[config.mk]
export PLATFORM = sky130hd
export DESIGN_NAME = xwalk_sched
export DESIGN_NICKNAME = d
export VERILOG_FILES = /design/src/rtl/xwalk_pkg.sv /design/src/rtl/xwalk_ped_seq.sv /design/src/rtl/xwalk_sched.sv
export SDC_FILE = /design/constraint.sdc
export NUM_CORES = 1
export LEC_CHECK = 0
export CAP_MARGIN = 20
export CORE_AREA = 2 2 56 58
export CTS_CLUSTER_SIZE = 14
export DETAILED_ROUTE_END_ITERATION = 7
export DIE_AREA = 0 0 58 60
export HOLD_SLACK_MARGIN = 0.08
export MAX_ROUTING_LAYER = met4
export PLACE_DENSITY_LB_ADDON = 0.12
export SYNTH_ARGS = -nofsm -noshare
export SYNTH_HDL_FRONTEND = slang
export SYNTH_SLANG_ARGS = --single-unit
export TNS_END_PERCENT = 20
[constraint.sdc]
create_clock -name clk -period 3.1 [get_ports clk]
set_input_delay 0.62 -clock clk [delete_from_list [all_inputs] [get_ports clk]]
set_output_delay 0.62 -clock clk [all_outputs]
set_load 0.02 [all_outputs]
[src/rtl/xwalk_pkg.sv]
// Shared types and constants for the crosswalk scheduler: lamp codes, phase and
// pedestrian state encodings, default durations and the countdown digit helper.
package xwalk_pkg;

    localparam logic [1:0] LT_RED = 2'b00;
    localparam logic [1:0] LT_YEL = 2'b01;
    localparam logic [1:0] LT_GRN = 2'b10;

    localparam int DEF_GREEN_T  = 40;
    localparam int DEF_YELLOW_T = 4;
    localparam int DEF_ALLRED_T = 2;
    localparam int DEF_WALK_T   = 8;
    localparam int DEF_FLASH_T  = 16;

    localparam int TIMER_W = 6;

    typedef enum logic [2:0] {
        PH_NS_G,
        PH_NS_Y,
        PH_RED_A,
        PH_EW_G,
        PH_EW_Y,
        PH_RED_B
    } phase_t;

    typedef enum logic [1:0] {
        PED_DONT,
        PED_WALK,
        PED_FLASH
    } ped_t;

    // Remaining-seconds digit during the blinking hand: pairs of ticks per digit.
    function automatic logic [3:0] flash_digit(input int flash_t, input logic [TIMER_W-1:0] e);
        int v;
        v = (flash_t - int'(e) + 1) / 2;
        return 4'(v);
    endfunction

endpackage

[src/rtl/xwalk_ped_seq.sv]
// Pedestrian walk / blinking-hand / solid-hand sequencer, started by a grant.
// Countdown digit outputs exist only when XWALK_COUNTDOWN_EN is defined.
module xwalk_ped_seq
    import xwalk_pkg::*;
#(
    parameter int WALK_T  = DEF_WALK_T,
    parameter int FLASH_T = DEF_FLASH_T
) (
    input  logic       clk,
    input  logic       reset,
    input  logic       tick,
    input  logic       start,
    output logic       walk,
    output logic       hand,
    output logic       num_on,
    output logic [3:0] num
);

    ped_t               state_reg, state_next;
    logic [TIMER_W-1:0] cnt_reg, cnt_next;

    always_comb begin
        state_next = state_reg;
        cnt_next   = cnt_reg;
        case (state_reg)
            PED_DONT: begin
                if (start) begin
                    state_next = PED_WALK;
                    cnt_next   = '0;
                end
            end
            PED_WALK: begin
                if (tick) begin
                    if (cnt_reg == TIMER_W'(WALK_T - 1)) begin
                        state_next = PED_FLASH;
                        cnt_next   = '0;
                    end else begin
                        cnt_next = cnt_reg + 1'b1;
                    end
                end
            end
            PED_FLASH: begin
                if (tick) begin
                    if (cnt_reg == TIMER_W'(FLASH_T - 1)) begin
                        state_next = PED_DONT;
                        cnt_next   = '0;
                    end else begin
                        cnt_next = cnt_reg + 1'b1;
                    end
                end
            end
            default: begin
                state_next = PED_DONT;
                cnt_next   = '0;
            end
        endcase
    end

    // Outputs are registered from the next state so they line up with the phase lamps.
    always_ff @(posedge clk or negedge reset) begin
        if (!reset) begin
            state_reg <= PED_DONT;
            cnt_reg   <= '0;
            walk      <= 1'b0;
            hand      <= 1'b1;
        end else begin
            state_reg <= state_next;
            cnt_reg   <= cnt_next;
            walk      <= (state_next == PED_WALK);
            hand      <= (state_next == PED_DONT) ||
                         ((state_next == PED_FLASH) && cnt_next[0]);
        end
    end

`ifdef XWALK_COUNTDOWN_EN
    always_ff @(posedge clk or negedge reset) begin
        if (!reset) begin
            num_on <= 1'b0;
            num    <= '0;
        end else begin
            num_on <= (state_next == PED_FLASH);
            num    <= (state_next == PED_FLASH) ? flash_digit(FLASH_T, cnt_next) : 4'd0;
        end
    end
`else
    assign num_on = 1'b0;
    assign num    = 4'd0;
`endif

endmodule

[src/rtl/xwalk_sched.sv]
// Two-direction intersection scheduler with request-driven pedestrian crossings.
// Optional countdown digit enabled by defining XWALK_COUNTDOWN_EN.
module xwalk_sched
    import xwalk_pkg::*;
#(
    parameter int GREEN_T  = DEF_GREEN_T,
    parameter int YELLOW_T = DEF_YELLOW_T,
    parameter int ALLRED_T = DEF_ALLRED_T,
    parameter int WALK_T   = DEF_WALK_T,
    parameter int FLASH_T  = DEF_FLASH_T
) (
    input  logic       clk,
    input  logic       reset,
    input  logic       tick,
    input  logic       req_ns,
    input  logic       req_ew,
    output logic [1:0] ns_light,
    output logic [1:0] ew_light,
    output logic       walk_ns,
    output logic       walk_ew,
    output logic       hand_ns,
    output logic       hand_ew,
    output logic       ack_ns,
    output logic       ack_ew,
    output logic       num_on,
    output logic [3:0] num
);

    phase_t             phase_reg, phase_next;
    logic [TIMER_W-1:0] timer_reg, timer_next;
    logic               pending_ns_reg, pending_ew_reg;
    logic               phase_end, grant_ns, grant_ew;
    logic               ped_walk, ped_hand;
    logic               ns_green, ew_green;

    function automatic logic [TIMER_W-1:0] last_tick(input phase_t p);
        logic [TIMER_W-1:0] r;
        case (p)
            PH_NS_G, PH_EW_G:   r = TIMER_W'(GREEN_T - 1);
            PH_NS_Y, PH_EW_Y:   r = TIMER_W'(YELLOW_T - 1);
            default:            r = TIMER_W'(ALLRED_T - 1);
        endcase
        return r;
    endfunction

    function automatic phase_t succ(input phase_t p);
        phase_t r;
        case (p)
            PH_NS_G:  r = PH_NS_Y;
            PH_NS_Y:  r = PH_RED_A;
            PH_RED_A: r = PH_EW_G;
            PH_EW_G:  r = PH_EW_Y;
            PH_EW_Y:  r = PH_RED_B;
            default:  r = PH_NS_G;
        endcase
        return r;
    endfunction

    function automatic logic [1:0] lamp(input phase_t p, input phase_t g, input phase_t y);
        logic [1:0] r;
        if (p == g)      r = LT_GRN;
        else if (p == y) r = LT_YEL;
        else             r = LT_RED;
        return r;
    endfunction

    assign phase_end  = tick && (timer_reg == last_tick(phase_reg));
    assign phase_next = phase_end ? succ(phase_reg) : phase_reg;
    assign timer_next = phase_end ? '0 : (tick ? timer_reg + 1'b1 : timer_reg);

    // Requests are only honoured at the tick that enters the matching green.
    assign grant_ns = phase_end && (phase_reg == PH_RED_B) && (pending_ns_reg || req_ns);
    assign grant_ew = phase_end && (phase_reg == PH_RED_A) && (pending_ew_reg || req_ew);

    always_ff @(posedge clk or negedge reset) begin
        if (!reset) begin
            phase_reg      <= PH_NS_G;
            timer_reg      <= '0;
            pending_ns_reg <= 1'b0;
            pending_ew_reg <= 1'b0;
            ack_ns         <= 1'b0;
            ack_ew         <= 1'b0;
            ns_light       <= LT_GRN;
            ew_light       <= LT_RED;
        end else begin
            phase_reg      <= phase_next;
            timer_reg      <= timer_next;
            pending_ns_reg <= grant_ns ? 1'b0 : (pending_ns_reg || req_ns);
            pending_ew_reg <= grant_ew ? 1'b0 : (pending_ew_reg || req_ew);
            ack_ns         <= grant_ns;
            ack_ew         <= grant_ew;
            ns_light       <= lamp(phase_next, PH_NS_G, PH_NS_Y);
            ew_light       <= lamp(phase_next, PH_EW_G, PH_EW_Y);
        end
    end

    xwalk_ped_seq #(
        .WALK_T  (WALK_T),
        .FLASH_T (FLASH_T)
    ) u_ped (
        .clk    (clk),
        .reset  (reset),
        .tick   (tick),
        .start  (grant_ns || grant_ew),
        .walk   (ped_walk),
        .hand   (ped_hand),
        .num_on (num_on),
        .num    (num)
    );

    // The shared sequencer only drives the direction that currently has green.
    assign ns_green = (phase_reg == PH_NS_G);
    assign ew_green = (phase_reg == PH_EW_G);
    assign walk_ns  = ns_green && ped_walk;
    assign walk_ew  = ew_green && ped_walk;
    assign hand_ns  = ns_green ? ped_hand : 1'b1;
    assign hand_ew  = ew_green ? ped_hand : 1'b1;

endmodule

==> impl_results.md <==
- CP Class: reg -> out
- Non-Filler Instances: 197
- Cell variety after synth: 50
- First-iteration detailed-routing DRC count: 35
- Worst ir drop on vdd: 541 uV
- Ys async rst share: 100%
- Top Metal Used: met4
- N_diodes: 0
- Die height: 60 um
- Worst setup margin: 0.315 ns
- Maximum fanout along the worst path: 13
- PortBufs: 14
- CTS buffer count: 3
- Clk Latency, worst-skew pair: 0.33 ns
- Residual DRC: 0
- Antenna viol nets, final: 0
- Maximum capacitance violations: 0
- WP data required: 2.48 ns
- Core area: 2900 um^2
- Status: completed
- Seq pwr share: 48.9%
- Vias: 1123
- Hold crit path type: reg -> reg
- Leakage Power: 0.000721 uW
- FP Rows: 20
- Largest net degree at the start of global routing: 28
- Tot GR Track Use: 19.0%
- Fillers: 272
- Layout area overhead: 10.2%
- Gpl congestion: 0.856
- Fin Setup TNS: 0 ns
- Number of vias per cell: 5.70
- Cells after synthesis: 153
- Clk root buf: clkbuf_4
- Crit path buf inv count: 1
- Final Hold Violating Endpoints: 0
- FF+latch area: 678 um^2
- Sw Share: 39.5%
- Routed WL: 2.78 mm
- Number of global-route vias before repair: 1057
- Final #Nets: 172
- Setup crit end kind: output pin
- Layout cells sized above 1: 10.4%
- Detailed placer's ending HPWL: 2.00 mm
- RSZ-0062 raised after global routing: no
- Post-synth EDFFs: 0
- # resized after CTS: 0
- CTS H-Tree Depth: 1
- Clock transition at path regs: 0.16 ns
- Final worst path period need: 2.78 ns
- Slowest cell on the critical path: dfrtp_1
- DR pass1 iterations: 4
- Post-Synth XOR/XNOR Area: 5.72%
- Slew of the pin with the lowest slew margin: 0.511 ns
- I/O pin count: 20
- Hold buffers post-CTS: 0
- CP cell instances: or3_1 > or2_2 > clkdlybuf4s50_1
- Initial Util: 52.0%
- Sequential-to-total area share from yosys stat: 44.9%
- Final Cycle Share: 89.8%
- Synthesis-stage register bit count: 27
- Layout Skew: 0.0123 ns
- Pre-CTS setup slack: 0.683 ns
- Simple-gate portion of the synthesized area: 22.2%
- PwrDens: 740 nW/um^2
- Layout Utilization: 57.3%
- Combinational share of power: 38.0%
- Main combinational cell family by area after synthesis: simple AND/OR/NAND/NOR gates
- YS warnings: 0
- Crit-path leading delay family: simple AND/OR/NAND/NOR gates
- Met2 wire length: 1.37 mm
- Clock buffer depth: 2
- Clock Power Share: 13.0%
- Full die area: 3480 um^2
- P_int: 746 uW
- Ys flop type: dfrtp_1
- Hold WS: 0.530 ns
- Adder and majority gate portion of the synthesized area: 1.66%
- Critical Path AT: 2.16 ns
- Die X: 58 um
- Max incr delay on CP: 0.58 ns
- Synth Area in Compound Gates: 17.1%
- Startpoint class of the critical path: flop
- CTS tree: built
- Post-Synthesis Cell Area: 1510 um^2
- Syn Area/Cell: 9.87 um^2
- Post-synthesis mux area share: 1.66%
- DR WL met3: 81 um
- Switching pwr: 486 uW
- Fmax: 359 MHz
- CTS Sinks: 27
- Slew margin rel.: 65.9%
- Max Transition Viols Final: 0
- First-pass GRT wire length: 4.86 mm
- Met1 WL: 1.29 mm
- Final setup violation count: 0
- Postcts setup bufs: 0
- Footprint of the multi-input gates: 748 um^2
- Placed Cells: 193
- Routed WL per cell: 14.1 um
- Initial antenna violation count: 0
- Gr ovfl total: 0
[Yosys cell counts, types with 2 or more instances]
cell / instances / area, um^2
nor2_1: 18 / 67.6
o21ai_0: 8 / 40.0
xnor2_1: 5 / 43.8
or3_1: 2 / 12.5
xor2_1: 3 / 26.3
o22ai_1: 3 / 18.8
nand4_1: 2 / 12.5
clkbuf_1: 4 / 15.0
o211a_1: 3 / 30.0
dfstp_2: 2 / 52.6
dfrtp_1: 25 / 626
nand3_1: 4 / 20.0
nor3_1: 5 / 25.0
nor3b_1: 2 / 15.0
a21oi_1: 8 / 40.0
nor2b_1: 3 / 18.8
buf_6: 2 / 22.5
nand2_1: 9 / 33.8
buf_4: 6 / 45.0
inv_1: 3 / 11.3
ha_1: 2 / 25.0
nand2b_1: 3 / 18.8
a211o_1: 2 / 17.5
o211ai_1: 2 / 15.0
or2_2: 2 / 12.5
[final timing paths]
path	slack, ns	to	start	cells after the start
min in group asynchronous	0.62	ack_ew	reset	2
setup / recovery	0.32	hand_ns	phase_reg[2]	3
hold reg to reg	0.53	pending_ns_reg	pending_ns_reg	1
hold / removal	0.53	pending_ns_reg	pending_ns_reg	1
setup reg to reg	0.98	u_ped.cnt_reg[2]	phase_reg[0]	5
max in group asynchronous	2.15	ns_light[1]	reset	2
[power groups by stage]
stage | clock (uW) | sequential [uW] | combinational, uW
after detailed placement | 0 | 608 | 470
after global placement | 0 | 602 | 459
final | 160 | 603 | 468
after global routing | 182 | 626 | 539
after floorplan | 0 | 553 | 413
after CTS | 164 | 602 | 474
[through the flow]
| step | power, uW | cell area [um^2] |
|---|---|---|
| 2_1_floorplan | 967 | 1530 |
| 3_3_place_gp | 1060 | 1630 |
| 3_5_place_dp | 1080 | 1630 |
| 4_1_cts | 1240 | 1660 |
| 5_1_grt | 1350 | 1660 |
| 6_report | 1230 | 1660 |
[worst register-to-register path, stage by stage, from the launching register on]
cell,delay [ns]
dfrtp_1,0.70
mux2i_2,0.34
xnor2_2,0.16
o211ai_2,0.19
a211o_1,0.35
a211o_1,0.30
[area by class of cell]
| cell class | instances | area share [%] |
|---|---|---|
| multi-input cells | 114 | 45.0 |
| flip-flops and latches | 27 | 40.8 |
| repair buffers | 16 | 9.32 |
| well taps | 33 | 2.48 |
| clock buffers | 3 | 1.35 |
| inverters | 3 | 0.677 |
| clock inverters | 1 | 0.451 |
[cell families after synthesis]
logic type / after synthesis
xor gates and xnor gates: 9
buffers and inverters: 16
muxes: 2
and+or+nand+nor: 59
DFF: 27
AOI/OAI and AO/OA: 37
adders and majority gates: 2
other: 1
[layer usage]
metal  GRT usage, %  vias to the layer above
met1           23.1                      542
met3           2.81                        5
met5              -                        -
met2           32.3                       19
met4           6.64                        0
li1               -                      557
[placed cells by master, fill, tap and decap left out, types with 3 or more instances in the layout]
cell type / netlist / layout
nor2b_1: 3 / 3
nand2b_1: 3 / 3
a21oi_1: 8 / 8
dfrtp_1: 25 / 25
conb_1: 1 / 5
clkbuf_4: 0 / 3
inv_1: 3 / 3
o22ai_1: 3 / 3
nand3_1: 4 / 4
o211a_1: 3 / 3
o21ai_0: 8 / 8
clkdlybuf4s50_1: 0 / 14
nor2_1: 18 / 18
nand2_1: 9 / 9
xnor2_1: 5 / 5
nor3_1: 5 / 5
xor2_1: 3 / 3
(Power assumes the default switching activity.)
